$ cat src/rtl/spi_pkg.sv
// rtl/spi_pkg.sv - shared types and defaults for the SPI shifter slice
// Contents: DATA_W_DEF (default transfer width), spi_state_t (shifter FSM
// states), mode_sel() (picks the strobe pair for the latched clock mode).
package spi_pkg;

  localparam int DATA_W_DEF = 8;

  typedef enum logic [1:0] {
    IDLE   = 2'd0,
    LOADED = 2'd1,
    ACTIVE = 2'd2,
    DONE   = 2'd3
  } spi_state_t;

  // Modes 0 and 3 share the sclk0 strobe pair, modes 1 and 2 the sclk pair.
  function automatic logic mode_sel(input logic cpol, input logic cpha);
    return cpol ^ cpha;
  endfunction

endpackage

$ cat src/rtl/spi_shifter_if.sv
// rtl/spi_shifter_if.sv - bus bundle between the SPI shifter and its controller
// master: drives ss_i, send_data_i, data_mosi_i, mode bits, baud strobes, miso_i
// slave : drives mosi_o, data_miso_o, receive_data_o, busy_o
interface spi_shifter_if import spi_pkg::*; #(
  parameter int DATA_W = DATA_W_DEF
);
  logic              ss_i;
  logic              send_data_i;
  logic [DATA_W-1:0] data_mosi_i;
  logic              lsbfe_i;
  logic              cpol_i;
  logic              cpha_i;
  logic              mosi_send_sclk_i;
  logic              mosi_send_sclk0_i;
  logic              miso_recieve_sclk_i;
  logic              miso_recieve_sclk0_i;
  logic              miso_i;
  logic              mosi_o;
  logic [DATA_W-1:0] data_miso_o;
  logic              receive_data_o;
  logic              busy_o;

  modport master (
    output ss_i, send_data_i, data_mosi_i, lsbfe_i, cpol_i, cpha_i,
           mosi_send_sclk_i, mosi_send_sclk0_i,
           miso_recieve_sclk_i, miso_recieve_sclk0_i, miso_i,
    input  mosi_o, data_miso_o, receive_data_o, busy_o
  );

  modport slave (
    input  ss_i, send_data_i, data_mosi_i, lsbfe_i, cpol_i, cpha_i,
           mosi_send_sclk_i, mosi_send_sclk0_i,
           miso_recieve_sclk_i, miso_recieve_sclk0_i, miso_i,
    output mosi_o, data_miso_o, receive_data_o, busy_o
  );

endinterface

$ cat src/rtl/spi_bit_counter.sv
// rtl/spi_bit_counter.sv - up/down bit index with load and terminal flags
// Ports: PCLK, PRESET (async, active-high), clr_i (zero index), load_i (start
// at 0 counting up or DATA_W-1 counting down per up_i), step_i (advance),
// idx_o (current bit index), last_o (next step is the DATA_W-th),
// done_o (all DATA_W steps taken; further steps are ignored).
module spi_bit_counter import spi_pkg::*; #(
  parameter int  DATA_W = DATA_W_DEF,
  localparam int IDX_W  = $clog2(DATA_W),
  localparam int CNT_W  = $clog2(DATA_W + 1)
) (
  input  logic             PCLK,
  input  logic             PRESET,
  input  logic             clr_i,
  input  logic             load_i,
  input  logic             up_i,
  input  logic             step_i,
  output logic [IDX_W-1:0] idx_o,
  output logic             last_o,
  output logic             done_o
);

  logic             up_q;
  logic [CNT_W-1:0] cnt_q;

  assign last_o = (cnt_q == CNT_W'(DATA_W - 1));
  assign done_o = (cnt_q == CNT_W'(DATA_W));

  always_ff @(posedge PCLK or posedge PRESET) begin
    if (PRESET) begin
      idx_o <= '0;
      cnt_q <= '0;
      up_q  <= 1'b1;
    end else if (clr_i) begin
      idx_o <= '0;
      cnt_q <= '0;
    end else if (load_i) begin
      idx_o <= up_i ? '0 : IDX_W'(DATA_W - 1);
      cnt_q <= '0;
      up_q  <= up_i;
    end else if (step_i && !done_o) begin
      idx_o <= up_q ? idx_o + IDX_W'(1) : idx_o - IDX_W'(1);
      cnt_q <= cnt_q + CNT_W'(1);
    end
  end

endmodule

$ cat src/rtl/spi_shifter.sv
// rtl/spi_shifter.sv - SPI serialiser/deserialiser driven by baud strobes
// Ports: PCLK, PRESET (async, active-high), bus (spi_shifter_if.slave):
// load a word with send_data_i, shift it out on mosi_o and assemble miso_i
// into data_miso_o while ss_i is low; receive_data_o pulses per full word.
module spi_shifter import spi_pkg::*; #(
  parameter int DATA_W = DATA_W_DEF
) (
  input  logic         PCLK,
  input  logic         PRESET,
  spi_shifter_if.slave bus
);

  localparam int IDX_W = $clog2(DATA_W);

  spi_state_t        state;
  logic [DATA_W-1:0] tx_reg;
  logic [DATA_W-1:0] rx_reg;
  logic [DATA_W-1:0] rx_next;
  logic              sel_q;
  logic [IDX_W-1:0]  tx_idx;
  logic [IDX_W-1:0]  rx_idx;
  logic              tx_last_unused;
  logic              tx_done;
  logic              rx_last;
  logic              rx_done;

  // Strobes only count inside a live transfer; ss_i high in ACTIVE is an abort.
  logic live;
  logic start;
  logic abort;
  logic send_stb;
  logic samp_stb;
  logic tx_fire;
  logic rx_fire;
  logic rx_finish;

  assign live      = (state == ACTIVE) && !bus.ss_i;
  assign start     = (state == LOADED) && !bus.ss_i;
  assign abort     = (state == ACTIVE) && bus.ss_i;
  assign send_stb  = sel_q ? bus.mosi_send_sclk_i   : bus.mosi_send_sclk0_i;
  assign samp_stb  = sel_q ? bus.miso_recieve_sclk_i : bus.miso_recieve_sclk0_i;
  assign tx_fire   = live && send_stb && !tx_done;
  assign rx_fire   = live && samp_stb && !rx_done;
  assign rx_finish = rx_fire && rx_last;

  // Word as it stands once the current sample lands, so the final bit is
  // included when data_miso_o is loaded.
  always_comb begin
    rx_next         = rx_reg;
    rx_next[rx_idx] = bus.miso_i;
  end

  spi_bit_counter #(.DATA_W(DATA_W)) u_tx_cnt (
    .PCLK   (PCLK),
    .PRESET (PRESET),
    .clr_i  (abort),
    .load_i (start),
    .up_i   (bus.lsbfe_i),
    .step_i (tx_fire),
    .idx_o  (tx_idx),
    .last_o (tx_last_unused),
    .done_o (tx_done)
  );

  spi_bit_counter #(.DATA_W(DATA_W)) u_rx_cnt (
    .PCLK   (PCLK),
    .PRESET (PRESET),
    .clr_i  (abort),
    .load_i (start),
    .up_i   (bus.lsbfe_i),
    .step_i (rx_fire),
    .idx_o  (rx_idx),
    .last_o (rx_last),
    .done_o (rx_done)
  );

  always_ff @(posedge PCLK or posedge PRESET) begin
    if (PRESET) begin
      state              <= IDLE;
      tx_reg             <= '0;
      rx_reg             <= '0;
      sel_q              <= 1'b0;
      bus.mosi_o         <= 1'b0;
      bus.data_miso_o    <= '0;
      bus.receive_data_o <= 1'b0;
      bus.busy_o         <= 1'b0;
    end else begin
      bus.receive_data_o <= 1'b0;
      case (state)
        IDLE: begin
          if (bus.send_data_i) begin
            tx_reg     <= bus.data_mosi_i;
            state      <= LOADED;
            bus.busy_o <= 1'b1;
          end
        end
        LOADED: begin
          if (start) begin
            sel_q <= mode_sel(bus.cpol_i, bus.cpha_i);
            state <= ACTIVE;
          end
        end
        ACTIVE: begin
          if (abort) begin
            state      <= IDLE;
            bus.busy_o <= 1'b0;
          end else begin
            if (tx_fire) begin
              bus.mosi_o <= tx_reg[tx_idx];
            end
            if (rx_fire) begin
              rx_reg <= rx_next;
            end
            if (rx_finish) begin
              bus.data_miso_o    <= rx_next;
              bus.receive_data_o <= 1'b1;
              bus.busy_o         <= 1'b0;
              state              <= DONE;
            end
          end
        end
        DONE: begin
          state <= IDLE;
        end
        default: begin
          state <= IDLE;
        end
      endcase
    end
  end

endmodule

$ cat src/flat_wrapper.sv
// flat-port wrapper written by rule: the top's interface ports become plain ports
module spi_shifter_flat import spi_pkg::*;
#(
  parameter int DATA_W = DATA_W_DEF
)
  (PCLK, PRESET, bus_ss_i, bus_send_data_i, bus_data_mosi_i, bus_lsbfe_i, bus_cpol_i, bus_cpha_i, bus_mosi_send_sclk_i, bus_mosi_send_sclk0_i, bus_miso_recieve_sclk_i, bus_miso_recieve_sclk0_i, bus_miso_i, bus_mosi_o, bus_data_miso_o, bus_receive_data_o, bus_busy_o);
  spi_shifter_if #(.DATA_W(DATA_W)) bus_i ();
  input  logic PCLK;
  input  logic PRESET;
  input wire logic [$bits(bus_i.ss_i)-1:0] bus_ss_i;
  input wire logic [$bits(bus_i.send_data_i)-1:0] bus_send_data_i;
  input wire logic [$bits(bus_i.data_mosi_i)-1:0] bus_data_mosi_i;
  input wire logic [$bits(bus_i.lsbfe_i)-1:0] bus_lsbfe_i;
  input wire logic [$bits(bus_i.cpol_i)-1:0] bus_cpol_i;
  input wire logic [$bits(bus_i.cpha_i)-1:0] bus_cpha_i;
  input wire logic [$bits(bus_i.mosi_send_sclk_i)-1:0] bus_mosi_send_sclk_i;
  input wire logic [$bits(bus_i.mosi_send_sclk0_i)-1:0] bus_mosi_send_sclk0_i;
  input wire logic [$bits(bus_i.miso_recieve_sclk_i)-1:0] bus_miso_recieve_sclk_i;
  input wire logic [$bits(bus_i.miso_recieve_sclk0_i)-1:0] bus_miso_recieve_sclk0_i;
  input wire logic [$bits(bus_i.miso_i)-1:0] bus_miso_i;
  output wire logic [$bits(bus_i.mosi_o)-1:0] bus_mosi_o;
  output wire logic [$bits(bus_i.data_miso_o)-1:0] bus_data_miso_o;
  output wire logic [$bits(bus_i.receive_data_o)-1:0] bus_receive_data_o;
  output wire logic [$bits(bus_i.busy_o)-1:0] bus_busy_o;
  assign bus_i.ss_i = bus_ss_i;
  assign bus_i.send_data_i = bus_send_data_i;
  assign bus_i.data_mosi_i = bus_data_mosi_i;
  assign bus_i.lsbfe_i = bus_lsbfe_i;
  assign bus_i.cpol_i = bus_cpol_i;
  assign bus_i.cpha_i = bus_cpha_i;
  assign bus_i.mosi_send_sclk_i = bus_mosi_send_sclk_i;
  assign bus_i.mosi_send_sclk0_i = bus_mosi_send_sclk0_i;
  assign bus_i.miso_recieve_sclk_i = bus_miso_recieve_sclk_i;
  assign bus_i.miso_recieve_sclk0_i = bus_miso_recieve_sclk0_i;
  assign bus_i.miso_i = bus_miso_i;
  assign bus_mosi_o = bus_i.mosi_o;
  assign bus_data_miso_o = bus_i.data_miso_o;
  assign bus_receive_data_o = bus_i.receive_data_o;
  assign bus_busy_o = bus_i.busy_o;
  spi_shifter #(.DATA_W(DATA_W)) u_core (.PCLK(PCLK), .PRESET(PRESET), .bus(bus_i));
endmodule
$ cat config.mk
export PLATFORM = sky130hd
export DESIGN_NAME = spi_shifter_flat
export DESIGN_NICKNAME = d
export VERILOG_FILES = /design/src/rtl/spi_pkg.sv /design/src/rtl/spi_shifter_if.sv /design/src/rtl/spi_bit_counter.sv /design/src/rtl/spi_shifter.sv /design/src/flat_wrapper.sv
export SDC_FILE = /design/constraint.sdc
export NUM_CORES = 1
export LEC_CHECK = 0
export CAP_MARGIN = 10
export CORE_UTILIZATION = 40
export CTS_BUF_LIST = sky130_fd_sc_hd__clkbuf_2
export DETAILED_ROUTE_END_ITERATION = 16
export GPL_ROUTABILITY_DRIVEN = 0
export PLACE_DENSITY_LB_ADDON = 0.15
export RECOVER_POWER = 100
export SYNTH_ARGS = -nofsm -noshare
export SYNTH_HDL_FRONTEND = slang
export SYNTH_SLANG_ARGS = --single-unit
export TNS_END_PERCENT = 100
$ cat constraint.sdc
create_clock -name PCLK -period 4.8 [get_ports PCLK]
set_input_delay 1.2 -clock PCLK [delete_from_list [all_inputs] [get_ports PCLK]]
set_output_delay 1.2 -clock PCLK [all_outputs]
set_load 0.005 [all_outputs]
Word-level counts from Yosys, hierarchy flattened --
Index checks and enable logic that the tools add are counted.
Word-level totals: flip-flop bits (word level) 45, bits of input ports 20, word-level logic and storage cells 93
Operators by class: add/sub/neg operators 6, magnitude comparators 3, equality and inequality tests 9, muxes and demuxes 34, bitwise logic cells 2, reductions and logical operators 26
Operators with widths (number):
- two-way mux 3 bit | 9
- two-way mux 4 bit | 6
- AND reduction 3 bit | 5
- logical AND 1 bit | 11
- two-way mux 1 bit | 10
- adder 4 x 1 -> 4 bit (second input constant) | 2
- bitwise mux 8 bit | 1
- == test 4 bit (second input constant) | 2
- < comparator 3 x 4 -> 1 bit (second input constant) | 2
- two-way mux 2 bit | 4
- case mux 2 bit (4 select lines) | 1
- adder 3 x 1 -> 3 bit (second input constant) | 2
- AND reduction 2 bit | 3
- nonzero test 3 bit | 2
- subtractor 3 x 1 -> 3 bit (second input constant) | 2
- == test 2 bit (second input constant) | 2
- == test 4 x 3 -> 1 bit (second input constant) | 1
- binary-select mux 1 bit (select 3 bit) | 1
- demux 1 bit (select 3 bit) | 1
- >= comparator 3 x 1 -> 1 bit (second input constant) | 1
- zero test 1 bit | 3
- != test 3 x 1 -> 1 bit (second input constant) | 1
- == test 2 x 1 -> 1 bit (second input constant) | 1
- zero test 2 bit | 1
- 6 further kinds | 6

Logic depth before layout (Yosys ltp) --
Gate-level depths: netlist of the first run.
depth in word-level cells 8, depth in mapped cells 7

Hierarchy --
From an unflattened synthesis of the first run, not the netlist that was laid out.
Unflattened totals: cell total of the unflattened synthesis 207, area total of the unflattened synthesis 2492.4 um2
By module, submodules not included:
- spi_shifter | times used 1, cells each 109, area an instance 1524.0 um2, seq. area each 750.7 um2
- spi_bit_counter | times used 2, cells each 49, area an instance 484.2 um2, seq. area each 201.4 um2

Least setup slack after synthesis of the first run --
OpenSTA, ideal clock, no wires.
path kind input to register, start point input port bus_ss_i, end point register u_core.rx_reg[5], data arrival time 2.369 ns, required time 4.675 ns, path slack 2.307 ns, stages 5, buffers on the path 1, cells stage by stage buf_2 nor3b_4 nand3_1 nor3_1 mux2_2
On the way: longest elaborated chain between the ends 5, elaborated cells on any way between the ends 7, those cells by class 1 x bitwise; 6 x reduce/logical
RTL lines:
- start, declared | line flat_wrapper.sv:10 | input wire logic [$bits(bus_i.ss_i)-1:0] bus_ss_i;
- zero test 1 bit | line spi_shifter.sv:37 | assign live = (state == ACTIVE) && !bus.ss_i;
- logical AND 1 bit | line spi_shifter.sv:37
- logical AND 1 bit (2 in series) | line spi_shifter.sv:43 | assign rx_fire = live && samp_stb && !rx_done;
- AND reduction 3 bit (no source line) *
- end signal, assigned | line spi_shifter.sv:112 | rx_reg <= rx_next;
- end, declared | line spi_shifter.sv:17 | logic [DATA_W-1:0] rx_reg;
Every way passes the cells marked *; elsewhere a longest branch is shown, timed or not. A chain may end at the register's enable or synchronous reset.

Worst setup path after layout of the first run --
Same ends and word-level chain as after synthesis.

==> impl_metrics.json, run 1 <==
{
  "dpl-instance-area_mm2": 0.00259,
  "initial_core_util_pct": 42.7,
  "grt_pass1_wl_mm": 7.06,
  "clk_pin_slew_ps": 210,
  "setup_violations": 0,
  "route.met3.wl_um": 215,
  "synth_top_area_share_pct": 49.3,
  "cts_buffers": 5,
  "vias_per_cell": 4.98,
  "finish.instance_area_mm2": 0.00259,
  "core_area_mm2": 0.00524,
  "top_layer": "met4",
  "arrival_ps": 3570,
  "yosysMostFrequentCell": "dfrtp_1",
  "clock_latency_ps": 400,
  "core.rowCount": 26,
  "port_buffers": 30,
  "synth_area_mm2": 0.00223,
  "wl_met1_mm": 1.98,
  "cts_hold_buf": 0,
  "nNetsFinal": 258,
  "status": "complete, but fails checks",
  "yosys.area.top_type": "dfrtp_1",
  "post-route-min-period_ps": 3250,
  "drv_cap": 1,
  "maxSlewViolCount": 46,
  "skew_ps": 11.8,
  "hold_viol": 0,
  "numClockSinks": 45,
  "overflow": 0,
  "routed_wl_mm": 4.00,
  "area_delta_synth_final_pct": 15.8,
  "die_y_um": 76.7,
  "layout-drive-gt1-share_pct": 12.0,
  "syn_inst": 202,
  "num_vias": 1510,
  "drtIter0Drc": 51,
  "seq_area_frac_synth_pct": 50.4,
  "max_freq_mhz": 307,
  "final.fill_count": 500,
  "violations": "max-capacitance violations, max-slew violations",
  "critPathKind": "primary input to register",
  "worst_pin_slew_ps": 1670,
  "dp_hpwl_mm": 2.82,
  "grt_start_max_net_pins": 46,
  "antenna_found_initial": 0,
  "max-vdd-ir-drop_mv": 0.202,
  "timing.rr.start": "u_core.state[0]",
  "ys_ff_latch": 45,
  "powerDensity_mw_per_mm2": 428,
  "required_ps": 5120,
  "slew_headroom_pct": -11.3,
  "hold_path_depth": 2,
  "synth_ff_type": "dfrtp_1",
  "multiInputGateArea_um2": 990,
  "drc_errors": 0,
  "rsz0062_at_grt": "false",
  "wl_met2_mm": 1.76,
  "grt_pass1_vias": 1503,
  "drtAntennaViolNets": 0,
  "min_to": "u_core.bus.data_miso_o[3]",
  "diodes": 0,
  "routedWlPerCell_um": 13.2,
  "yosys_warnings": 0,
  "synth.area.top_cells": "dfrtp_1, mux2_2, mux2i_1",
  "cts_resized": 0,
  "cts_htree_levels": 2,
  "ios": 31,
  "synth-edff-count": 0,
  "dr.pass1.iters": 4,
  "synth_cell_types": 37,
  "die_area_mm2": 0.00589,
  "ys_top_cells_by_count": "dfrtp_1, nand2_1, mux2_2, o21ai_0",
  "reg2reg_setup_slack_ps": 2520,
  "synthArstFlopShare_pct": 100,
  "crit_path_end_kind": "register",
  "p_leak_nw": 1.18,
  "reg2reg_depth": 4,
  "grt_usage_pct": 15.0,
  "cts_root_buf": "clkbuf_2",
  "setup-tns-final_ps": 0,
  "avgSynthCellArea_um2": 11.1,
  "die_w_um": 76.7,
  "clk_path_buf_depth": 2,
  "worst_hold_slack_ps": 503,
  "critPathMaxFanout": 16,
  "start_kind": "primary input",
  "syn_nets": 228,
  "r2r_end": "u_core.rx_reg[5]",
  "postCtsSetupBuffers": 0,
  "seqCellArea_mm2": 0.00113,
  "worstHoldStart": "u_core.bus.data_miso_o[3]",
  "post-route-period-util_pct": 67.8,
  "cts_tree": "yes",
  "hp-class": "register to register"
}
## report_power, final
part	internal (mW)	leakage, nW	switching [mW]	total (mW)
registers	0.479	0.577	0.0934	0.573
logic	0.209	0.576	0.171	0.380
clock network	0.0390	0.0306	0.116	0.155
## how the worst max path moves through the flow
stage                         from               end  slack, ps  depth (start not counted)
after global placement    bus_ss_i  u_core.rx_reg[5]       1390                          5
final                     bus_ss_i  u_core.rx_reg[5]       1550                          5
after CTS                 bus_ss_i  u_core.rx_reg[5]       1800                          5
after global routing      bus_ss_i  u_core.rx_reg[5]       1310                          5
after floorplan           bus_ss_i  u_core.rx_reg[5]       2310                          5
after detailed placement  bus_ss_i  u_core.rx_reg[5]       1330                          5
## final cells by class
| type | instances | area share [%] |
|---|---|---|
| Sequential cell | 45 | 43.5 |
| Timing Repair Buffer | 30 | 11.6 |
| Tap cell | 70 | 3.38 |
| Clock buffer | 7 | 1.35 |
| Clock inverter | 1 | 0.145 |
| Multi-Input combinational cell | 138 | 38.2 |
| Inverter | 12 | 1.74 |
## placed cells by master (no fill, tap or decap), drive strengths merged, types with 2 or more instances in the layout
cell type	n
dlygate4sd3	14
a31oi	2
o211ai	3
nor3b	3
a22o	2
mux2	17
nand3	5
clkdlybuf4s50	16
or3	2
nor2b	2
inv	12
mux4	2
xnor2	2
o22a	2
nor2	10
and2	2
fa	2
clkbuf	7
and3	2
xor2	3
dfrtp	44
o21ai	16
nand2	23
ha	4
nand3b	2
a21oi	10
mux2i	12
nor3	3
nand4	2
## cell families (layout without fill, tap and decap cells)
group | Yosys count | in the layout | synth area share [%]
xor gates and xnor gates | 5 | 5 | 1.96
adders and majority gates | 6 | 6 | 4.03
DFF | 45 | 45 | 50.4
buffers and inverters | 19 | 50 | 3.25
and+or+nand+nor | 59 | 59 | 13.9
muxes | 31 | 31 | 16.0
AOI/OAI and AO/OA | 37 | 37 | 10.4
## critical path, stage by stage
cell and delay [ps]:
dlygate4sd3_1 650, nor3b_1 510, nand3_1 530, nor3_1 300
mux2_2 370
## per-stage QoR
| stage | cells | worst slack [ps] | total power [mW] | utilization [%] |
|---|---|---|---|---|
| floorplan | 202 | 2310 | 0.879 | - |
| global placement | 295 | 1390 | 0.967 | 49.5 |
| detailed placement | 295 | 1330 | 0.979 | 49.5 |
| CTS | 303 | 1800 | 1.13 | 50.3 |
| global route | 303 | 1310 | 1.21 | 49.4 |
| finish | 303 | 1550 | 1.11 | 49.4 |
## metal layers
layer | GRT usage (%) | up-vias
met5 | 0 | -
met4 | 5.38 | 0
met3 | 3.45 | 6
met2 | 22.7 | 36
met1 | 21.0 | 708
li1 | - | 760
No activity file was read; power rests on OpenSTA's default activity.
==> inputs of run 2 (changes only) <==
Clock period 4.8 ns to 3.2 ns, I/O delays scaled along.
==> run 2 against run 1 <==
  * The flow now finishes without violations
  * Worst hold slack about the same
  * Sequential share of layout area down 0.81 points
  * Clock-buffer cell count unchanged
  * Clock skew up 25 ps
  * Register-to-register slack worse by 1500 ps
  * Non-clock buffer count up 5
  * Largest power group unchanged
==> impl_metrics.json, run 2 (same netlist as run 1, synthesis figures left out) <==
{
  "finish.instance_area_mm2": 0.00264,
  "p_switching_mw": 0.577,
  "num_vias": 1511,
  "rsz0062_at_grt": "false",
  "cts_hold_buf": 0,
  "die_area_mm2": 0.00589,
  "numClockSinks": 45,
  "status": "complete, no violations",
  "critPathKind": "primary input to register",
  "postCtsSetupBuffers": 0,
  "fin_cells": 308,
  "core.rowCount": 26,
  "grt_pass1_wl_mm": 7.49,
  "max_stage_delay_ps": 1020,
  "final_common_cell": "dfrtp_1",
  "layout_common_cells": "dfrtp_1, nand2_1, mux2_2",
  "routedWlPerCell_um": 13.2,
  "diodes": 0,
  "switching_share_pct": 34.4,
  "cpLargestDelayFamily": "simple AND/OR/NAND/NOR gates",
  "slew_headroom_pct": 15.3,
  "max-vdd-ir-drop_mv": 0.272,
  "arrival_ps": 2820,
  "drc_errors": 0,
  "die_y_um": 76.7,
  "place_ws_ps": 494,
  "reg2reg_setup_slack_ps": 1040,
  "setup_violations": 0,
  "wl_met2_mm": 1.68,
  "overflow": 0,
  "clock_latency_ps": 400,
  "seqPwrFrac_pct": 51.6,
  "cts_buffers": 5,
  "crit_path_end_kind": "register",
  "drv_cap": 0,
  "layout-drive-gt1-share_pct": 13.4,
  "route.met3.wl_um": 164,
  "grt_start_max_net_pins": 18,
  "nNetsFinal": 263,
  "post-route-min-period_ps": 2540,
  "powerDensity_mw_per_mm2": 636,
  "ios": 31,
  "grt_pass1_vias": 1608,
  "cts_resized": 0,
  "initial_core_util_pct": 42.7,
  "finalWorstSetupSlack_ps": 661,
  "drtAntennaViolNets": 0,
  "max_freq_mhz": 394,
  "antenna_found_initial": 0,
  "p_leak_nw": 1.20,
  "worst_hold_slack_ps": 503,
  "routed_wl_mm": 4.08,
  "worst_pin_slew_ps": 1270,
  "cts_tree": "yes",
  "top_layer": "met4",
  "setup-tns-final_ps": 0,
  "die_w_um": 76.7,
  "path_buf_inv": 1,
  "final_util_pct": 50.4,
  "place_inst": 300,
  "cp_cell_sequence": "dlygate4sd3_1 -> nor3b_1 -> mux2_2",
  "dr.pass1.iters": 4,
  "post-route-period-util_pct": 79.3,
  "cts_root_buf": "clkbuf_2",
  "dpl-instance-area_mm2": 0.00263,
  "clockPowerShare_pct": 13.5,
  "wl_met1_mm": 2.20,
  "drtIter0Drc": 54,
  "dp_hpwl_mm": 3.03,
  "clk_pin_slew_ps": 210,
  "cp_slowest_cell": "nor3b_1",
  "start_kind": "primary input",
  "port_buffers": 30,
  "skew_ps": 37.0,
  "area_delta_synth_final_pct": 18.0,
  "hp-class": "register to register",
  "combPwrFrac_pct": 34.8,
  "hold_viol": 0,
  "clk_path_buf_depth": 2,
  "cts_htree_levels": 2,
  "internal_power_mw": 1.10,
  "required_ps": 3480,
  "maxSlewViolCount": 0,
  "core_area_mm2": 0.00524,
  "power.total_mw": 1.68,
  "grt_usage_pct": 15.8,
  "critPathMaxFanout": 9,
  "vias_per_cell": 4.91
}
==> run 2: cell types whose count changed in the layout (fill, tap and decap cells not counted), sizes merged <==
cell    delta
buf        +1
clkbuf     +4
==> run 2: layout make-up <==
cell class / count / area, µm²
fillers: 498 / 2600
repair buffers: 35 / 323
clock inverters: 1 / 3.75
flip-flops and latches: 45 / 1130
well taps: 70 / 87.6
multi-input cells: 138 / 1020
clock buffers: 7 / 35.0
inverters: 12 / 45.0
==> run 2: worst reg2reg max path: stages, from the launching register on <==
cell	delay (ps)
dfrtp_1	450
inv_1	100
ha_1	150
nand2_1	50
o211ai_1	600
and2_0	320
mux2_2	360
==> run 2: final timing paths <==
check,from,cells past startpoint,endpoint
worst min register to register,u_core.bus.data_miso_o[1],2,u_core.bus.data_miso_o[1]
max in group asynchronous,PRESET,3,u_core.bus.busy_o
worst max register to register,u_core.u_tx_cnt.cnt_q[0],6,u_core.u_tx_cnt.idx_o[1]
worst min-delay path,u_core.bus.data_miso_o[1],2,u_core.bus.data_miso_o[1]
min in group asynchronous,PRESET,2,u_core.bus.data_miso_o[7]
worst max-delay path,bus_send_data_i,3,u_core.tx_reg[5]
==> run 2: power groups by stage <==
stage	combinational, mW	clock (mW)	sequential, mW
6_report	0.584	0.227	0.866
5_1_grt	0.671	0.262	0.899
4_1_cts	0.605	0.239	0.870
2_1_floorplan	0.497	0	0.822
3_5_place_dp	0.602	0	0.881
3_3_place_gp	0.593	0	0.877
==> run 2: per-layer routing <==
layer / track usage, % / vias to the layer above
li1: - / 769
met1: 23.2 / 704
met2: 23.6 / 34
met3: 3.33 / 4
met4: 4.04 / 0
met5: 0 / -
==> inputs of run 3 (changes only) <==
Clock period 3.2 ns to 2.2 ns, I/O delays scaled along.
==> run 3 against run 2 <==
  * Clock skew shrank 1.7 ps
  * Flip-flop and latch count unchanged
  * Power grew 46%
  * Final cell count is 3.6% higher
  * Register-to-register slack worse by 700 ps
  * Critical path type unchanged
==> impl_metrics.json, run 3 (same netlist as run 1, synthesis figures left out) <==
{
  "fin_cells": 319,
  "antenna_found_initial": 0,
  "hold_path_depth": 2,
  "clockPowerShare_pct": 14.1,
  "max-vdd-ir-drop_mv": 0.383,
  "maxSlewViolCount": 0,
  "clk_pin_slew_ps": 220,
  "grt_start_max_net_pins": 29,
  "cts_htree_levels": 2,
  "reg2reg_depth": 5,
  "power.total_mw": 2.45,
  "critPathKind": "primary input to register",
  "core_area_mm2": 0.00524,
  "internal_power_mw": 1.61,
  "layout-drive-gt1-share_pct": 14.9,
  "hp-class": "register to register",
  "switching_share_pct": 34.4,
  "max_stage_delay_ps": 610,
  "max_freq_mhz": 486,
  "postCtsSetupBuffers": 0,
  "drtIter0Drc": 62,
  "routed_wl_mm": 4.12,
  "required_ps": 2520,
  "layout_common_cells": "dfrtp_1, nand2_1, mux2_2, o21ai_0, clkdlybuf4s50_1",
  "clk_path_buf_depth": 2,
  "die_w_um": 76.7,
  "rsz0062_at_grt": "false",
  "die_y_um": 76.7,
  "die_area_mm2": 0.00589,
  "route.met3.wl_um": 171,
  "hold_viol": 0,
  "diodes": 0,
  "ios": 31,
  "routedWlPerCell_um": 12.9,
  "top_layer": "met4",
  "nNetsFinal": 274,
  "core.rowCount": 26,
  "critical_path_cell_count": 5,
  "wl_met2_mm": 1.71,
  "post-route-period-util_pct": 93.5,
  "port_buffers": 30,
  "cts_resized": 0,
  "arrival_ps": 2370,
  "clock_latency_ps": 420,
  "vias_per_cell": 4.96,
  "powerDensity_mw_per_mm2": 912,
  "cpLargestDelayFamily": "buffers and inverters",
  "cts_hold_buf": 0,
  "wl_met1_mm": 2.18,
  "critPathMaxFanout": 6,
  "final_common_cell": "dfrtp_1",
  "cts_root_buf": "clkbuf_2",
  "cts_tree": "yes",
  "num_vias": 1583,
  "slew_headroom_pct": 52.9,
  "grt_usage_pct": 15.9,
  "drtAntennaViolNets": 0,
  "overflow": 0,
  "finish.instance_area_mm2": 0.00269,
  "p_leak_nw": 1.24,
  "seqPwrFrac_pct": 51.0,
  "dpl-instance-area_mm2": 0.00273,
  "drc_errors": 0,
  "area_delta_synth_final_pct": 20.4,
  "setup_violations": 0,
  "initial_core_util_pct": 42.7,
  "status": "complete, no violations",
  "worst_pin_slew_ps": 706,
  "dr.pass1.iters": 4,
  "p_switching_mw": 0.844,
  "place_inst": 311,
  "grt_pass1_vias": 1597,
  "numClockSinks": 45,
  "grt_pass1_wl_mm": 7.38,
  "cts_buffers": 5,
  "path_buf_inv": 1,
  "start_kind": "primary input",
  "skew_ps": 35.3,
  "dp_hpwl_mm": 3.12,
  "cp_slowest_cell": "dlygate4sd3_1",
  "drv_cap": 0,
  "cp_cell_sequence": "dlygate4sd3_1 -> nor3b_1 -> a22o_1 -> a21oi_1 -> mux2_2",
  "crit_path_end_kind": "register",
  "combPwrFrac_pct": 34.9,
  "post-route-min-period_ps": 2060
}
## run 3: cell types whose count changed in the layout (fill, tap and decap cells not counted), sizes merged
cell | previous run | this run
buf | 1 | 5
clkbuf | 11 | 18
## run 3: power by group through the flow
stage / clock [mW] / combinational [mW] / sequential [mW]
floorplan: 0 / 0.722 / 1.20
global placement: 0 / 0.887 / 1.27
detailed placement: 0 / 0.905 / 1.28
CTS: 0.358 / 0.906 / 1.26
global route: 0.395 / 0.973 / 1.30
finish: 0.345 / 0.857 / 1.25
## run 3: per-layer routing
layer | GRT usage, % | vias to the layer above
met5 | 0 | -
met4 | 5.77 | 0
met3 | 4.17 | 6
met2 | 22.7 | 25
met1 | 23.1 | 756
li1 | - | 796
## run 3: path summary, 6_finish.rpt
| kind | start | to | slack, ps |
|---|---|---|---|
| max in group asynchronous | PRESET | u_core.tx_reg[2] | 430 |
| max reg2reg | u_core.sel_q | u_core.u_rx_cnt.idx_o[2] | 340 |
| min in group asynchronous | PRESET | u_core.bus.data_miso_o[7] | 620 |
| min reg2reg | u_core.bus.data_miso_o[1] | u_core.bus.data_miso_o[1] | 500 |
| min | u_core.bus.data_miso_o[1] | u_core.bus.data_miso_o[1] | 500 |
| max | bus_ss_i | u_core.u_rx_cnt.idx_o[1] | 140 |
## run 3: layout make-up
| class | count | area, µm² |
|---|---|---|
| inverters | 12 | 45.0 |
| multi-input cells | 138 | 1000 |
| clock buffers | 7 | 35.0 |
| repair buffers | 46 | 388 |
| well taps | 70 | 87.6 |
| clock inverters | 1 | 3.75 |
| flip-flops and latches | 45 | 1130 |
| fillers | 493 | 2550 |
## run 3: stage by stage
| step | setup TNS (ps) | worst slack, ps | hold WS, ps | util (%) |
|---|---|---|---|---|
| floorplan | 0 | 357 | 449 | - |
| global placement | 0 | 30.0 | 463 | 52.1 |
| detailed placement | -29.2 | -16.9 | 469 | 52.1 |
| CTS | 0 | 286 | 387 | 52.8 |
| global route | 0 | 129 | 542 | 51.4 |
| finish | 0 | 144 | 503 | 51.4 |
## run 3: worst register-to-register path, cell delays in order (launching register included)
cell      delay [ps]
dfrtp_1          470
mux2_1           370
nand3_1          200
clkbuf_1         410
a21oi_1          130
o22a_1           180
